--- src/rtl/lsu_mem_ctrl.sv ---
// Load/store controller: one byte/half/word request at a time against a word-wide dmem port.
// Sub-word stores use read-modify-write. Misaligned or illegal requests respond with an error
// and never touch memory.
module lsu_mem_ctrl #(
    parameter int unsigned MEM_RD_LAT = 1
) (
    input  logic        clk,
    input  logic        rst,
    input  logic        req_valid,
    output logic        req_ready,
    input  logic        req_we,
    input  logic [2:0]  req_funct3,
    input  logic [31:0] req_addr,
    input  logic [31:0] req_wdata,
    output logic        resp_valid,
    output logic [31:0] resp_rdata,
    output logic        resp_err,
    output logic        mem_wr,
    output logic [31:0] mem_addr,
    output logic [31:0] mem_wdata,
    input  logic [31:0] mem_rdata
);

    localparam int unsigned CNT_W = 2;
    localparam logic [CNT_W-1:0] CNT_LAST = CNT_W'(MEM_RD_LAT - 1);

    typedef enum logic [2:0] {
        S_IDLE,
        S_RD,
        S_CAP,
        S_WR,
        S_RESP
    } state_t;

    state_t             state, state_nxt;
    logic [CNT_W-1:0]   cnt, cnt_nxt;
    logic               op_we, op_we_nxt;
    logic [2:0]         op_f3, op_f3_nxt;
    logic [1:0]         op_off, op_off_nxt;
    logic [15:0]        op_wdata, op_wdata_nxt;

    logic               req_ready_nxt;
    logic               resp_valid_nxt;
    logic [31:0]        resp_rdata_nxt;
    logic               resp_err_nxt;
    logic               mem_wr_nxt;
    logic [31:0]        mem_addr_nxt;
    logic [31:0]        mem_wdata_nxt;

    logic               req_bad_c;
    logic [7:0]         ld_byte_c;
    logic [15:0]        ld_half_c;
    logic [31:0]        ld_data_c;
    logic [31:0]        merged_c;

    // Request legality: illegal width encoding or misaligned half/word access.
    always_comb begin
        req_bad_c = 1'b0;
        if (req_we) begin
            if (req_funct3[2] || (req_funct3[1:0] == 2'b11)) begin
                req_bad_c = 1'b1;
            end
        end else if (req_funct3[1:0] == 2'b11 || req_funct3 == 3'b110) begin
            req_bad_c = 1'b1;
        end
        if (req_funct3[1:0] == 2'b01 && req_addr[0]) begin
            req_bad_c = 1'b1;
        end
        if (req_funct3[1:0] == 2'b10 && req_addr[1:0] != 2'b00) begin
            req_bad_c = 1'b1;
        end
    end

    // Lane extraction with sign/zero extension for loads, lane merge for sub-word stores.
    always_comb begin
        ld_byte_c = mem_rdata[{op_off, 3'b000} +: 8];
        ld_half_c = mem_rdata[{op_off[1], 4'b0000} +: 16];
        case (op_f3)
            3'b000:  ld_data_c = {{24{ld_byte_c[7]}}, ld_byte_c};
            3'b100:  ld_data_c = {24'd0, ld_byte_c};
            3'b001:  ld_data_c = {{16{ld_half_c[15]}}, ld_half_c};
            3'b101:  ld_data_c = {16'd0, ld_half_c};
            default: ld_data_c = mem_rdata;
        endcase
        merged_c = mem_rdata;
        if (op_f3[1:0] == 2'b00) begin
            merged_c[{op_off, 3'b000} +: 8] = op_wdata[7:0];
        end else begin
            merged_c[{op_off[1], 4'b0000} +: 16] = op_wdata;
        end
    end

    // Next-state and next-output logic.
    always_comb begin
        state_nxt      = state;
        cnt_nxt        = cnt;
        op_we_nxt      = op_we;
        op_f3_nxt      = op_f3;
        op_off_nxt     = op_off;
        op_wdata_nxt   = op_wdata;
        resp_valid_nxt = 1'b0;
        resp_rdata_nxt = resp_rdata;
        resp_err_nxt   = resp_err;
        mem_wr_nxt     = 1'b0;
        mem_addr_nxt   = mem_addr;
        mem_wdata_nxt  = mem_wdata;

        case (state)
            S_IDLE: begin
                if (req_valid && req_ready) begin
                    op_we_nxt      = req_we;
                    op_f3_nxt      = req_funct3;
                    op_off_nxt     = req_addr[1:0];
                    op_wdata_nxt   = req_wdata[15:0];
                    resp_rdata_nxt = 32'd0;
                    resp_err_nxt   = 1'b0;
                    if (req_bad_c) begin
                        resp_err_nxt   = 1'b1;
                        resp_valid_nxt = 1'b1;
                        state_nxt      = S_RESP;
                    end else begin
                        mem_addr_nxt = {req_addr[31:2], 2'b00};
                        if (req_we && req_funct3[1:0] == 2'b10) begin
                            mem_wdata_nxt = req_wdata;
                            mem_wr_nxt    = 1'b1;
                            state_nxt     = S_WR;
                        end else begin
                            cnt_nxt   = '0;
                            state_nxt = S_RD;
                        end
                    end
                end
            end
            S_RD: begin
                if (cnt == CNT_LAST) begin
                    cnt_nxt   = '0;
                    state_nxt = S_CAP;
                end else begin
                    cnt_nxt = cnt + CNT_W'(1);
                end
            end
            S_CAP: begin
                if (op_we) begin
                    mem_wdata_nxt = merged_c;
                    mem_wr_nxt    = 1'b1;
                    state_nxt     = S_WR;
                end else begin
                    resp_rdata_nxt = ld_data_c;
                    resp_valid_nxt = 1'b1;
                    state_nxt      = S_RESP;
                end
            end
            S_WR: begin
                resp_valid_nxt = 1'b1;
                state_nxt      = S_RESP;
            end
            S_RESP: begin
                state_nxt = S_IDLE;
            end
            default: begin
                state_nxt = S_IDLE;
            end
        endcase

        req_ready_nxt = (state_nxt == S_IDLE);
    end

    // State, latched request fields and registered outputs.
    always_ff @(posedge clk) begin
        if (rst) begin
            state      <= S_IDLE;
            cnt        <= '0;
            op_we      <= 1'b0;
            op_f3      <= 3'd0;
            op_off     <= 2'd0;
            op_wdata   <= 16'd0;
            req_ready  <= 1'b1;
            resp_valid <= 1'b0;
            resp_rdata <= 32'd0;
            resp_err   <= 1'b0;
            mem_wr     <= 1'b0;
            mem_addr   <= 32'd0;
            mem_wdata  <= 32'd0;
        end else begin
            state      <= state_nxt;
            cnt        <= cnt_nxt;
            op_we      <= op_we_nxt;
            op_f3      <= op_f3_nxt;
            op_off     <= op_off_nxt;
            op_wdata   <= op_wdata_nxt;
            req_ready  <= req_ready_nxt;
            resp_valid <= resp_valid_nxt;
            resp_rdata <= resp_rdata_nxt;
            resp_err   <= resp_err_nxt;
            mem_wr     <= mem_wr_nxt;
            mem_addr   <= mem_addr_nxt;
            mem_wdata  <= mem_wdata_nxt;
        end
    end

endmodule

--- config.mk ---
export PLATFORM = sky130hd
export DESIGN_NAME = lsu_mem_ctrl
export DESIGN_NICKNAME = d
export VERILOG_FILES = /design/src/rtl/lsu_mem_ctrl.sv
export SDC_FILE = /design/constraint.sdc
export NUM_CORES = 1
export LEC_CHECK = 0
export BUFFER_PORTS_ARGS = -buffer_cell sky130_fd_sc_hd__buf_4
export CORE_AREA = 2 2 145 147
export DETAILED_ROUTE_END_ITERATION = 16
export DIE_AREA = 0 0 147 149
export PLACE_DENSITY_LB_ADDON = 0.12
export SETUP_SLACK_MARGIN = 0.02
export SYNTH_ARGS = -nofsm -noshare
export SYNTH_HDL_FRONTEND = slang
export SYNTH_SLANG_ARGS = --single-unit
--- constraint.sdc ---
create_clock -name clk -period 1.92 [get_ports clk]
set_input_delay 0 -clock clk [delete_from_list [all_inputs] [get_ports clk]]
set_output_delay 0 -clock clk [all_outputs]
set_load 0.005 [all_outputs]
=== Word level (Yosys, flattened, before mapping) ===
Cells that the tools add are included.
Widths: inputs -> output; s select.

* Input port bits: 103
* Logic and storage cells: 95
* Output and inout bits: 100
* Register bits after elaboration: 125

* Bitwise logic cells: 1
* Mux-type cells: 37
* Add/sub/neg operators: 3
* Reductions and logical operators: 19
* Shift-type cells: 6
* Equality and inequality tests: 16

{| class="wikitable"
|+ Operators with widths
! cell !! count
|-
| $mux 32 || 7
|-
| $pmux 32 s2 || 2
|-
| $pmux 32 s4 || 1
|-
| $bwmux 32 || 2
|-
| $shift 16x7->32 const A || 1
|-
| $shift 8x7->32 const A || 1
|-
| $shiftx 16x7->32 || 1
|-
| $shiftx 32x6->16 || 1
|-
| $shiftx 32x6->8 || 1
|-
| $shiftx 8x7->32 || 1
|-
| $neg 5->7 || 2
|-
| $mux 1 || 12
|-
| $mux 3 || 4
|-
| $ne 2x2->1 const B || 6
|-
| $pmux 3 s4 || 1
|-
| $mux 2 || 5
|-
| $eq 3x3->1 const B || 3
|-
| $logic_not 3->1 || 3
|-
| $eq 3x1->1 const B || 2
|-
| $eq 3x2->1 const B || 2
|-
| $reduce_and 3->1 || 2
|-
| $reduce_bool 2->1 || 3
|-
| $reduce_and 5->1 || 1
|-
| $eq 2x2->1 const B || 2
|-
| 11 further kinds || 16
|}

=== Logic depth before layout (Yosys ltp) ===
Gate-level depths: netlist of the first run.

* Depth in word-level cells: 10
* Depth in mapped cells: 9
* Gate-level depth less buffers: 6

=== Worst setup path before layout of the first run ===
No wires, ideal clock.

* Path type: register to register
* From: register op_off[1]
* To: register mem_wdata[0]
* Stages on the path, launching flop included: 10
* Buffers on the path: 3
* Data arrival time: 1,874 ps
* Required time: 1,850 ps
* Setup slack: -25 ps
* Setup time: 70 ps
* Clock period less this slack: 1,945 ps
* Path through: dfxtp_1 buf_2 buf_2 inv_1 ha_1 nand4bb_1 buf_1 o2111ai_1 o221ai_1 a21oi_1

* Word-level cells in the longest chain between the ends: 6
* Elaborated cells between the ends (all ways): 11
* Those cells by class: add/sub (2); shift (4); mux (5)

{| class="wikitable"
|+ Ends and longest elaborated chain
! item !! RTL line !! RTL
|-
| start: declaration || 39 || <nowiki>logic [1:0] op_off, op_off_nxt;</nowiki>
|-
| start signal: assignment || 189 || <nowiki>op_off <= op_off_nxt;</nowiki>
|-
| $neg 5->7 (on tied branches) || 89, 87 ||
|-
| $shiftx 16x7->32, or another cell as far along || 89 || <nowiki>merged_c[{op_off[1], 4'b0000} +: 16] = op_wdata;</nowiki>
|-
| $bwmux 32 (on tied branches) || 89, 87 ||
|-
| $mux 32 * || 86 || <nowiki>if (op_f3[1:0] == 2'b00) begin</nowiki>
|-
| $mux 32 * || 143 || <nowiki>if (op_we) begin</nowiki>
|-
| $pmux 32 s2 * || 108 || <nowiki>case (state)</nowiki>
|-
| end signal: assignment || 197 || <nowiki>mem_wdata <= mem_wdata_nxt;</nowiki>
|-
| end: declaration || 20 || <nowiki>output logic [31:0] mem_wdata,</nowiki>
|}

Every way passes the cells marked *; elsewhere a longest branch is shown, timed or not. The select of a mux whose other input is x is not followed.
A chain may end at the register's enable or synchronous reset.

=== Worst setup path after layout of the first run ===
* From: input port req_addr[0]
* To: register mem_addr[14]

* Word-level cells in the longest chain between the ends: 5
* Elaborated cells between the ends (all ways): 7
* Those cells by class: mux (2); bitwise (1); reduce/logical (4)

{| class="wikitable"
|+ Ends and longest elaborated chain
! item !! RTL line !! RTL
|-
| start: declaration || 13 || <nowiki>input logic [31:0] req_addr,</nowiki>
|-
| $logic_and 1x1->1 or $reduce_bool 2->1 (tied branches) || 66, 69 ||
|-
| $mux 1 or $logic_and 1x1->1 (tied branches) || 66, 69 ||
|-
| $mux 1 * || 69 || <nowiki>if (req_funct3[1:0] == 2'b10 && req_addr[1:0] != 2'b00) begin</nowiki>
|-
| $not 1->1 (no source line) * || -- ||
|-
| $reduce_and 3->1 (no source line) * || -- ||
|-
| end signal: assignment || 196 || <nowiki>mem_addr <= mem_addr_nxt;</nowiki>
|-
| end: declaration || 19 || <nowiki>output logic [31:0] mem_addr,</nowiki>
|}

Every way passes the cells marked *; elsewhere a longest branch is shown, timed or not.

==> metrics.cfg, run 1 <==
[route]
drc=0
vias=7378
firstDrtPassIters=4
dr.first_iter.drc_count=425
wl_met2_um=12500
wl_um=27600
wl_per_cell_um=20.2
vias_per_cell=5.41
final_antenna_net_count=0
highest_layer=met4
wl_met3_um=1930
wl_met1_um=12200

[logic_synthesis]
ys_types=50
syn_area_mm2=0.00697
yosys_warnings=0
yosysSeqAreaShare_pct=35.9
ys_ff_latch=125
postSynthCellCount=809
synthFlopType=dfxtp_1
synth_edf_count=0
syn_avg_cell_area_um2=8.61
async_flop_share_pct=0

[clock_network]
clk_root_buffer_cell=clkbuf_16
cts_tree=built
htree_levels=4
numCtsBuffers=17
clock_sinks=125
cts.path.max_buffers=2
path_clk_slew_ns=0.06
worstSkewPairLatency_ns=0.43

[power_and_ir_drop]
p_leak_nw=4.21
pwr_density_cell_mw_per_mm2=770
finalPower_w=0.00809
peakVddDrop_mv=0.662

[placement]
gp_congestion=0.878
place_inst=1253
dp_hpwl_um=18600
portBuffers=200

[timing]
skew_ns=0.00706
setup_viol=0
tightestPinTransition_ns=0.713
holdWs_ns=0.00167
slew_headroom_pct=52.4
hold_viol=0
period_share_pct=94.8
drv_slew=0
period_needed_ns=1.82
rsz0062_at_grt=no
fmax_ghz=0.550

[worst_setup_path]
cp.required_ns=2.22
cp_common_cell=buf_4
crit_type=in2reg
crit_family=buffers and inverters
critical_path.max_stage_delay_ns=0.57
r2r_start=state[0]
worstPathArrival_ns=2.12
end_kind=register
worst-path-stages=8
cp-start-kind=primary input
critical_path.startpoint=req_addr[0]
crit_slowest_cell=or4_4
reg2regPathDepth=6
r2r_end=resp_rdata[2]
crit_buf_inv=4
crit_end=mem_addr[14]
cp_max_fo=8
r2r_setup_slack_ns=0.12
path_cells=dlygate4sd3_1 > buf_4 > or4_4 > a211oi_4 > buf_4 > buf_12 > mux2i_1 > nor2_1

[layout]
drive_above_1_share_pct=28.6
n_antenna_cell=0
fin_nets=1186
area_growth_pct=50.7
final_cells=1364

[floorplan]
io-pin-count=203
initial_utilization_pct=33.9
core.rowCount=53
core_mm2=0.0206
die_area_mm2=0.0219
die_w_um=147
die_y_um=149

[grt]
grt_pass1_wl_um=42000
gr-total-overflow=0
gr-usage-all-layers_pct=24.8
grt_pass1_vias=7132
antenna_found_initial=0
grt_start_max_net_pins=69

[run_status]
status=finished clean

[flow_run]
drv_cap=0

[min_path]
hold_path.class=in2reg

==> stage by stage <==
| stage | utilization (%) | setup slack [ns] | setup TNS (ns) | area [µm²] |
|---|---|---|---|---|
| 3_5_place_dp | 43.5 | -0.0499 | -0.258 | 8940 |
| 4_1_cts | 50.3 | 0.0199 | 0 | 10300 |
| 2_1_floorplan | - | 0.0714 | 0 | 6980 |
| 5_1_grt | 51.1 | 0.0248 | 0 | 10500 |
| 3_3_place_gp | 43.5 | -0.0627 | -0.461 | 8940 |
| 6_report | 51.1 | 0.100 | 0 | 10500 |
==> layer usage <==
metal	GRT usage, %	vias up
met3	5.78	53
met4	11.3	0
met5	0	-
met1	33.0	3516
met2	38.2	305
li1	-	3504
==> how the worst min path moves through the flow <==
stage,slack (ns),startpoint,cells after the start,endpoint
finish,0.002,mem_rdata[25],3,resp_rdata[25]
detailed placement,0.24,req_addr[18],3,mem_addr[18]
floorplan,0.14,req_wdata[0],2,op_wdata[0]
global placement,0.23,req_addr[15],3,mem_addr[15]
CTS,0.002,mem_rdata[8],4,resp_rdata[8]
global route,0.02,mem_rdata[25],3,resp_rdata[25]
==> flip-flops by register name, indices dropped and copies added, names as in the netlist <==
signal	cells
op_off	2
resp_err	1
resp_rdata	32
resp_valid	1
op_wdata	16
op_we	1
mem_addr	30
req_ready	1
mem_wr	1
mem_wdata	32
cnt	2
op_f3	3
state	3
==> timing repair <==
action / in CTS / in global routing
hold buffers: 71 / 0
resized for setup: 3 / 8
cloned: 1 / 3
pin swaps: 0 / 2
buffers inserted: 0 / 4
endpoints found under the hold margin: 70 / 0
endpoints found under the setup margin: 33 / 42
==> kinds of logic (layout without fill, tap and decap cells) <==
family	after synthesis	after routing	share of synthesized area, %
adder cells (fa/ha/maj)	7	7	1.26
AND/OR/NAND/NOR	266	266	21.3
buffers and inverters	90	369	5.62
multiplexers	86	86	12.6
flip-flops	125	125	35.9
other	1	2	0.0538
AO/OA/AOI/OAI	234	234	23.3
==> Yosys cell counts, types with 2 or more instances <==
| cell | count | share of area (%) |
|---|---|---|
| dfxtp_1 | 125 | 36 |
| nor4_1 | 2 | 0.18 |
| nand2_1 | 13 | 0.70 |
| nand3_1 | 36 | 2.6 |
| buf_1 | 7 | 0.38 |
| ha_1 | 7 | 1.3 |
| a22o_1 | 5 | 0.63 |
| o2111ai_1 | 34 | 4.3 |
| buf_6 | 3 | 0.48 |
| or3_1 | 4 | 0.36 |
| a21oi_1 | 107 | 7.7 |
| buf_2 | 16 | 1.1 |
| nor2b_1 | 44 | 4.0 |
| inv_1 | 15 | 0.81 |
| nor2_1 | 60 | 3.2 |
| a211o_1 | 5 | 0.63 |
| or2_2 | 3 | 0.27 |
| a32o_1 | 16 | 2.3 |
| a31oi_1 | 2 | 0.18 |
| o21ai_0 | 12 | 0.86 |
| o221ai_1 | 35 | 4.4 |
| clkbuf_1 | 46 | 2.5 |
| o2bb2ai_1 | 4 | 0.50 |
| nor3_1 | 4 | 0.29 |
| nand4bb_1 | 4 | 0.65 |
| and3b_1 | 4 | 0.50 |
| mux2i_1 | 84 | 12 |
| nand2b_1 | 85 | 7.6 |
| buf_4 | 3 | 0.32 |
| o22ai_1 | 4 | 0.36 |
==> tightest hold or removal path: cells and delay by family <==
kind                   cells  cell delay [ns]
AOI/OAI and AO/OA          1             0.15
and+or+nand+nor            1             0.12
buffers and inverters      1             0.13
==> layout by cell type (no fill, tap or decap), types with 8 or more instances in the layout <==
master | Yosys | routed
inv_1 | 15 | 14
nand2_1 | 13 | 13
mux2i_1 | 84 | 84
o221ai_1 | 35 | 33
o21ai_0 | 12 | 12
buf_4 | 3 | 237
a21oi_1 | 107 | 107
o2111ai_1 | 34 | 32
dlygate4sd3_1 | 0 | 71
a32o_1 | 16 | 16
buf_12 | 0 | 8
nand2b_1 | 85 | 85
clkbuf_16 | 0 | 20
nor2b_1 | 44 | 43
nand3_1 | 36 | 36
dfxtp_1 | 125 | 123
nor2_1 | 60 | 57
==> power by group <==
| group | total (W) | internal (W) | leakage [nW] | switching (W) |
|---|---|---|---|---|
| Sequential | 0.00278 | 0.00269 | 1.01 | 0.0000827 |
| Clock | 0.00360 | 0.00223 | 0.313 | 0.00137 |
| Combinational | 0.00171 | 0.000831 | 2.88 | 0.000883 |
==> final cells by class <==
class,instances,area [µm²]
Inverter,15,56.3
Sequential cell,125,2510
Clock inverter,14,203
Tap cell,275,344
Multi-Input combinational cell,595,4160
Fill cell,1989,10100
Timing Repair Buffer,322,2800
Clock buffer,18,439
Power figures use the tool's default switching activity.
==> run 2, diff against run 1 <==
Settings changed: HOLD_SLACK_MARGIN from default to 0.03.
==> run 2 against run 1 <==
Compared with the run above: die area unchanged; cell count increased by 0.66%; largest cell class unchanged; power is 0.13% higher; worst hold slack improved by 0.045 ns; setup slack about the same; highest routed layer unchanged; flip-flop and latch count did not move; critical path type unchanged; critical path depth did not move; global-route usage grew 0.098 points.
==> metrics.cfg, run 2 (synthesis results as in run 1) <==
[layout]
n_antenna_cell=0  ; unchanged
seq_area_mm2=0.00251  ; unchanged
multi_input_comb_area_mm2=0.00416  ; unchanged
fin_nets=1195  ; was 1,186
stdcell_area_mm2=0.0106  ; was 0.0105 mm²
layout_common_cells=237 x buf_4, 123 x dfxtp_1, 107 x a21oi_1  ; unchanged
fill_cells=1981  ; was 1,989
drive_above_1_share_pct=28.3  ; was 28.6%
largestRegisters=mem_wdata x32, resp_rdata x32, mem_addr x30  ; unchanged
final_common_cell=buf_4  ; unchanged
area_growth_pct=52.0  ; was 50.7%

[clock_network]
cts_tree=built  ; unchanged
htree_levels=4  ; unchanged
worstSkewPairLatency_ns=0.43  ; about the same
numCtsBuffers=17  ; unchanged
path_clk_slew_ns=0.06  ; about the same
clk_root_buffer_cell=clkbuf_16  ; unchanged
clock_sinks=125  ; unchanged
cts.path.max_buffers=2  ; unchanged

[route]
drc=0  ; unchanged
wl_um=27700  ; was 27,600 µm
final_antenna_net_count=0  ; unchanged
firstDrtPassIters=5  ; was 4
wl_per_cell_um=20.2  ; about the same
dr.first_iter.drc_count=466  ; was 425
vias_per_cell=5.39  ; was 5.41
vias=7399  ; was 7,378

[floorplan]
core.rowCount=53  ; unchanged
die_y_um=149  ; unchanged
io-pin-count=203  ; unchanged
core_mm2=0.0206  ; unchanged
die_w_um=147  ; unchanged
initial_utilization_pct=33.9  ; unchanged
die_area_mm2=0.0219  ; unchanged

[timing]
period_share_pct=94.8  ; about the same
tightestPinTransition_ns=0.720  ; was 0.713 ns
slew_headroom_pct=51.9  ; was 52.4%
setup_viol=0  ; unchanged
hold_viol=0  ; unchanged
skew_ns=0.00719  ; was 0.00706 ns
rsz0062_at_grt=no  ; unchanged
drv_slew=0  ; unchanged
fmax_ghz=0.550  ; about the same
period_needed_ns=1.82  ; about the same

[worst_setup_path]
path_cells=dlygate4sd3_1 > buf_4 > or4_4 > a211oi_4 > buf_4 > buf_12 > mux2i_1 > nor2_1  ; unchanged
critical_path.startpoint=req_addr[0]  ; unchanged
r2r_start=state[0]  ; unchanged
crit_family=buffers and inverters  ; unchanged
cp_common_cell=buf_4  ; unchanged
worstPathArrival_ns=2.12  ; about the same
end_kind=register  ; unchanged
reg2regPathDepth=6  ; unchanged
cp-start-kind=primary input  ; unchanged
crit_type=in2reg  ; unchanged
crit_slowest_cell=or4_4  ; unchanged
cp_max_fo=8  ; unchanged
critical_path.max_stage_delay_ns=0.57  ; about the same
worst-path-stages=8  ; unchanged
crit_buf_inv=4  ; unchanged
cp.required_ns=2.22  ; about the same

[grt]
antenna_found_initial=0  ; unchanged
gr-total-overflow=0  ; unchanged
grt_pass1_wl_um=42200  ; was 42,000 µm
gr-usage-all-layers_pct=24.9  ; was 24.8%
grt_pass1_vias=7190  ; was 7,132
grt_start_max_net_pins=69  ; unchanged

[run_status]
status=finished clean  ; unchanged

[min_path]
hold_start=req_wdata[18]  ; was mem_rdata[25]
hold_path.class=in2reg  ; unchanged
whs_path_depth=5  ; was 3

[power_and_ir_drop]
peakVddDrop_mv=0.663  ; was 0.662 mV
finalPower_w=0.00810  ; was 0.00809 W
p_leak_nw=4.25  ; was 4.21 nW
pwr_density_cell_mw_per_mm2=765  ; was 770 mW/mm²

[placement]
gp_congestion=0.878  ; unchanged
portBuffers=200  ; unchanged
dpl_cell_area_mm2=0.00894  ; unchanged
dp_hpwl_um=18600  ; unchanged

[flow_run]
drv_cap=0  ; unchanged

-- run 2: tightest hold or removal path: cells and delay by family --
family / cells / cell delay [ns]
AOI/OAI and AO/OA: 3 / 0.26
buffers and inverters: 1 / 0.11
and+or+nand+nor: 1 / 0.06
-- run 2: layout make-up --
cell class	count	share of cell area (%)
clock buffer	18	4.15
multi-input combinational	595	39.2
tap	275	3.25
sequential	125	23.7
inverter	15	0.532
clock inverter	14	1.91
timing repair buffer	331	27.3
-- run 2: through the flow --
step	setup slack [ns]	setup TNS (ns)	cells	hold slack [ns]	util [%]
final	0.101	0	1373	0.0465	51.5
after global routing	0.0241	0	1373	0.0861	51.5
after CTS	0.0199	0	1366	0.0356	50.7
after detailed placement	-0.0499	-0.258	1253	0.243	43.5
after global placement	-0.0627	-0.461	1253	0.231	43.5
after floorplan	0.0714	0	810	0.140	-
-- run 2: routing by layer --
| metal | share of wire [%] | track usage [%] |
|---|---|---|
| met5 | 0 | 0 |
| met4 | 3.7 | 11.5 |
| met3 | 7.3 | 5.72 |
| met2 | 45 | 38.2 |
| met1 | 44 | 33.2 |
-- run 2: path summary, 6_finish.rpt --
kind	endpoint	slack, ns
worst min register to register	resp_rdata[1]	0.46
worst max-delay path	mem_addr[14]	0.10
worst min-delay path	mem_wdata[18]	0.05
worst max register to register	resp_rdata[2]	0.11
-- run 2: power by group --
group          internal [W]  total, W  switching (W)
Combinational      0.000843   0.00173       0.000887
Sequential          0.00269   0.00278      0.0000832
Clock               0.00223   0.00359        0.00136
Total               0.00577   0.00810        0.00233
-- run 2: timing repair --
item / CTS / global route
endpoints found under the hold margin: 80 / 0
endpoints found under the setup margin: 33 / 42
hold buffers: 80 / 0
gates cloned: 1 / 3
pin swaps: 0 / 2
buffers inserted: 0 / 4
gates resized for setup: 3 / 8
==> run 3, diff against run 2 <==
Clock period 1.92 ns to 1.9 ns, I/O delays scaled along.
==> run 3 against run 2 <==
Compared with the run above: setup slack worse by 0.033 ns; critical path type unchanged; die area stayed put; largest cell class unchanged; design area is 1.4% lower; non-clock buffer count is 9 lower; sequential power hardly changed; critical endpoint is now mem_addr[9]; combinational power is 2% lower; first-iteration DRC count is 16% higher; register-to-register slack hardly changed; routed wire length is 2.3% lower; clock skew is 0.00050 ns higher; global-route usage is 0.71 points lower.
==> metrics.cfg, run 3 (synthesis results as in run 1) <==
[placement]
portBuffers=200  ; unchanged
dp_hpwl_um=18400  ; was 18,600 µm
gp_congestion=0.848  ; was 0.878

[worst_setup_path]
cp_max_fo=15  ; was 8
crit_type=in2reg  ; unchanged
r2r_end=mem_addr[9]  ; was resp_rdata[2]
r2r_start=state[2]  ; was state[0]
worstPathArrival_ns=2.13  ; was 2.12 ns
reg2regPathDepth=7  ; was 6
cp.required_ns=2.20  ; was 2.22 ns
r2r_setup_slack_ns=0.10  ; was 0.11 ns
end_kind=register  ; unchanged
cp-start-kind=primary input  ; unchanged

[route]
firstDrtPassIters=7  ; was 5
dr.first_iter.drc_count=541  ; was 466
wl_per_cell_um=19.9  ; was 20.2 µm
drc=0  ; unchanged
final_antenna_net_count=0  ; unchanged
wl_um=27100  ; was 27,700 µm
vias_per_cell=5.31  ; was 5.39
vias=7240  ; was 7,399

[timing]
drv_slew=0  ; unchanged
tightestPinTransition_ns=0.688  ; was 0.720 ns
period_needed_ns=1.83
skew_ns=0.00769  ; was 0.00719 ns
finalSetupTns_ns=0  ; unchanged
slew_headroom_pct=54.0  ; was 51.9%
fmax_ghz=0.546
hold_viol=0  ; unchanged
setup_viol=0  ; unchanged
rsz0062_at_grt=no  ; unchanged
period_share_pct=96.4
holdWs_ns=0.0456  ; was 0.0465 ns

[floorplan]
core.rowCount=53  ; unchanged
die_w_um=147  ; unchanged
die_area_mm2=0.0219  ; unchanged
core_mm2=0.0206  ; unchanged
io-pin-count=203  ; unchanged
initial_utilization_pct=33.9  ; unchanged
die_y_um=149  ; unchanged

[grt]
grt_pass1_vias=6957  ; was 7,190
gr-total-overflow=0  ; unchanged
antenna_found_initial=0  ; unchanged
grt_pass1_wl_um=40900  ; was 42,200 µm
grt_start_max_net_pins=87  ; was 69
gr-usage-all-layers_pct=24.2  ; was 24.9%

[power_and_ir_drop]
p_leak_nw=4.16  ; was 4.25 nW
pwr_density_cell_mw_per_mm2=757  ; was 765 mW/mm²
peakVddDrop_mv=0.587  ; was 0.663 mV
finalPower_w=0.00791  ; was 0.00810 W

[layout]
n_antenna_cell=0  ; unchanged
drive_above_1_share_pct=28.6  ; was 28.3%
largestRegisters=mem_wdata x32, resp_rdata x32, mem_addr x30  ; unchanged
post-route-util_pct=50.8  ; was 51.5%
layout_common_cells=236 x buf_4, 123 x dfxtp_1, 107 x a21oi_1  ; was 237 x buf_4, 123 x dfxtp_1, 107 x a21oi_1
fin_nets=1186  ; was 1,195
final_common_cell=buf_4  ; unchanged
area_growth_pct=49.9  ; was 52.0%

[clock_network]
clk_root_buffer_cell=clkbuf_16  ; unchanged
cts.path.max_buffers=2  ; unchanged
path_clk_slew_ns=0.06  ; about the same
clock_sinks=125  ; unchanged
numCtsBuffers=17  ; unchanged
cts_tree=built  ; unchanged
htree_levels=4  ; unchanged
worstSkewPairLatency_ns=0.42  ; was 0.43 ns

[min_path]
hold_start=mem_rdata[13]  ; was req_wdata[18]
min_to=resp_rdata[13]  ; was mem_wdata[18]
hold_path.class=in2reg  ; unchanged
whs_path_depth=4  ; was 5

[flow_run]
drv_cap=0  ; unchanged

[run_status]
status=finished clean  ; unchanged

run 3: per-stage QoR:
stage / setup slack, ns / instances / area (µm²)
finish: 0.0675 / 1364 / 10400
detailed placement: -0.0912 / 1254 / 8960
floorplan: 0.0645 / 810 / 6980
global route: 0.0303 / 1364 / 10400
global placement: -0.0827 / 1254 / 8960
CTS: 0.0438 / 1360 / 10300
run 3: layer usage:
| layer | vias to the layer above | wire length [µm] | track usage (%) |
|---|---|---|---|
| met3 | 39 | 1650 | 4.77 |
| met5 | - | 0 | 0 |
| met4 | 0 | 740 | 8.85 |
| li1 | 3499 | - | - |
| met1 | 3418 | 12400 | 33.0 |
| met2 | 284 | 12300 | 38.0 |
run 3: critical path, cell delays in order:
cell	delay (ns)
dlygate4sd3_1	0.54
buf_4	0.16
or4_4	0.56
a211oi_4	0.20
buf_4	0.18
clkbuf_16	0.20
mux2i_1	0.22
nor2_1	0.06
run 3: where the power goes:
part	internal (W)	switching, W
clock network	0.00208	0.00133
registers	0.00272	0.0000842
logic	0.000816	0.000877
total	0.00562	0.00229
run 3: area by class of cell:
| cell class | count | area, µm² |
|---|---|---|
| fillers | 1956 | 10100 |
| multi-input cells | 595 | 4170 |
| repair buffers | 322 | 2760 |
| flip-flops and latches | 125 | 2500 |
| clock buffers | 17 | 425 |
| well taps | 275 | 344 |
| clock inverters | 15 | 184 |
| inverters | 15 | 56.3 |
run 3: worst max path at each step:
stage / start / endpoint / slack [ns]
after floorplan: op_off[1] / mem_wdata[8] / 0.06
after CTS: req_addr[0] / mem_addr[19] / 0.04
after global routing: state[2] / mem_addr[7] / 0.03
after detailed placement: state[1] / resp_rdata[12] / -0.09
after global placement: state[1] / resp_rdata[14] / -0.08
final: req_addr[0] / mem_addr[9] / 0.07
run 3: timing repair:
item	4_1_cts	5_1_grt
hold buffers	74	0
cloned	0	2
buffers inserted	0	2
endpoints found under the setup margin	29	46
resized for setup	2	8
pin swaps	0	3
hold endpoints to repair	77	0
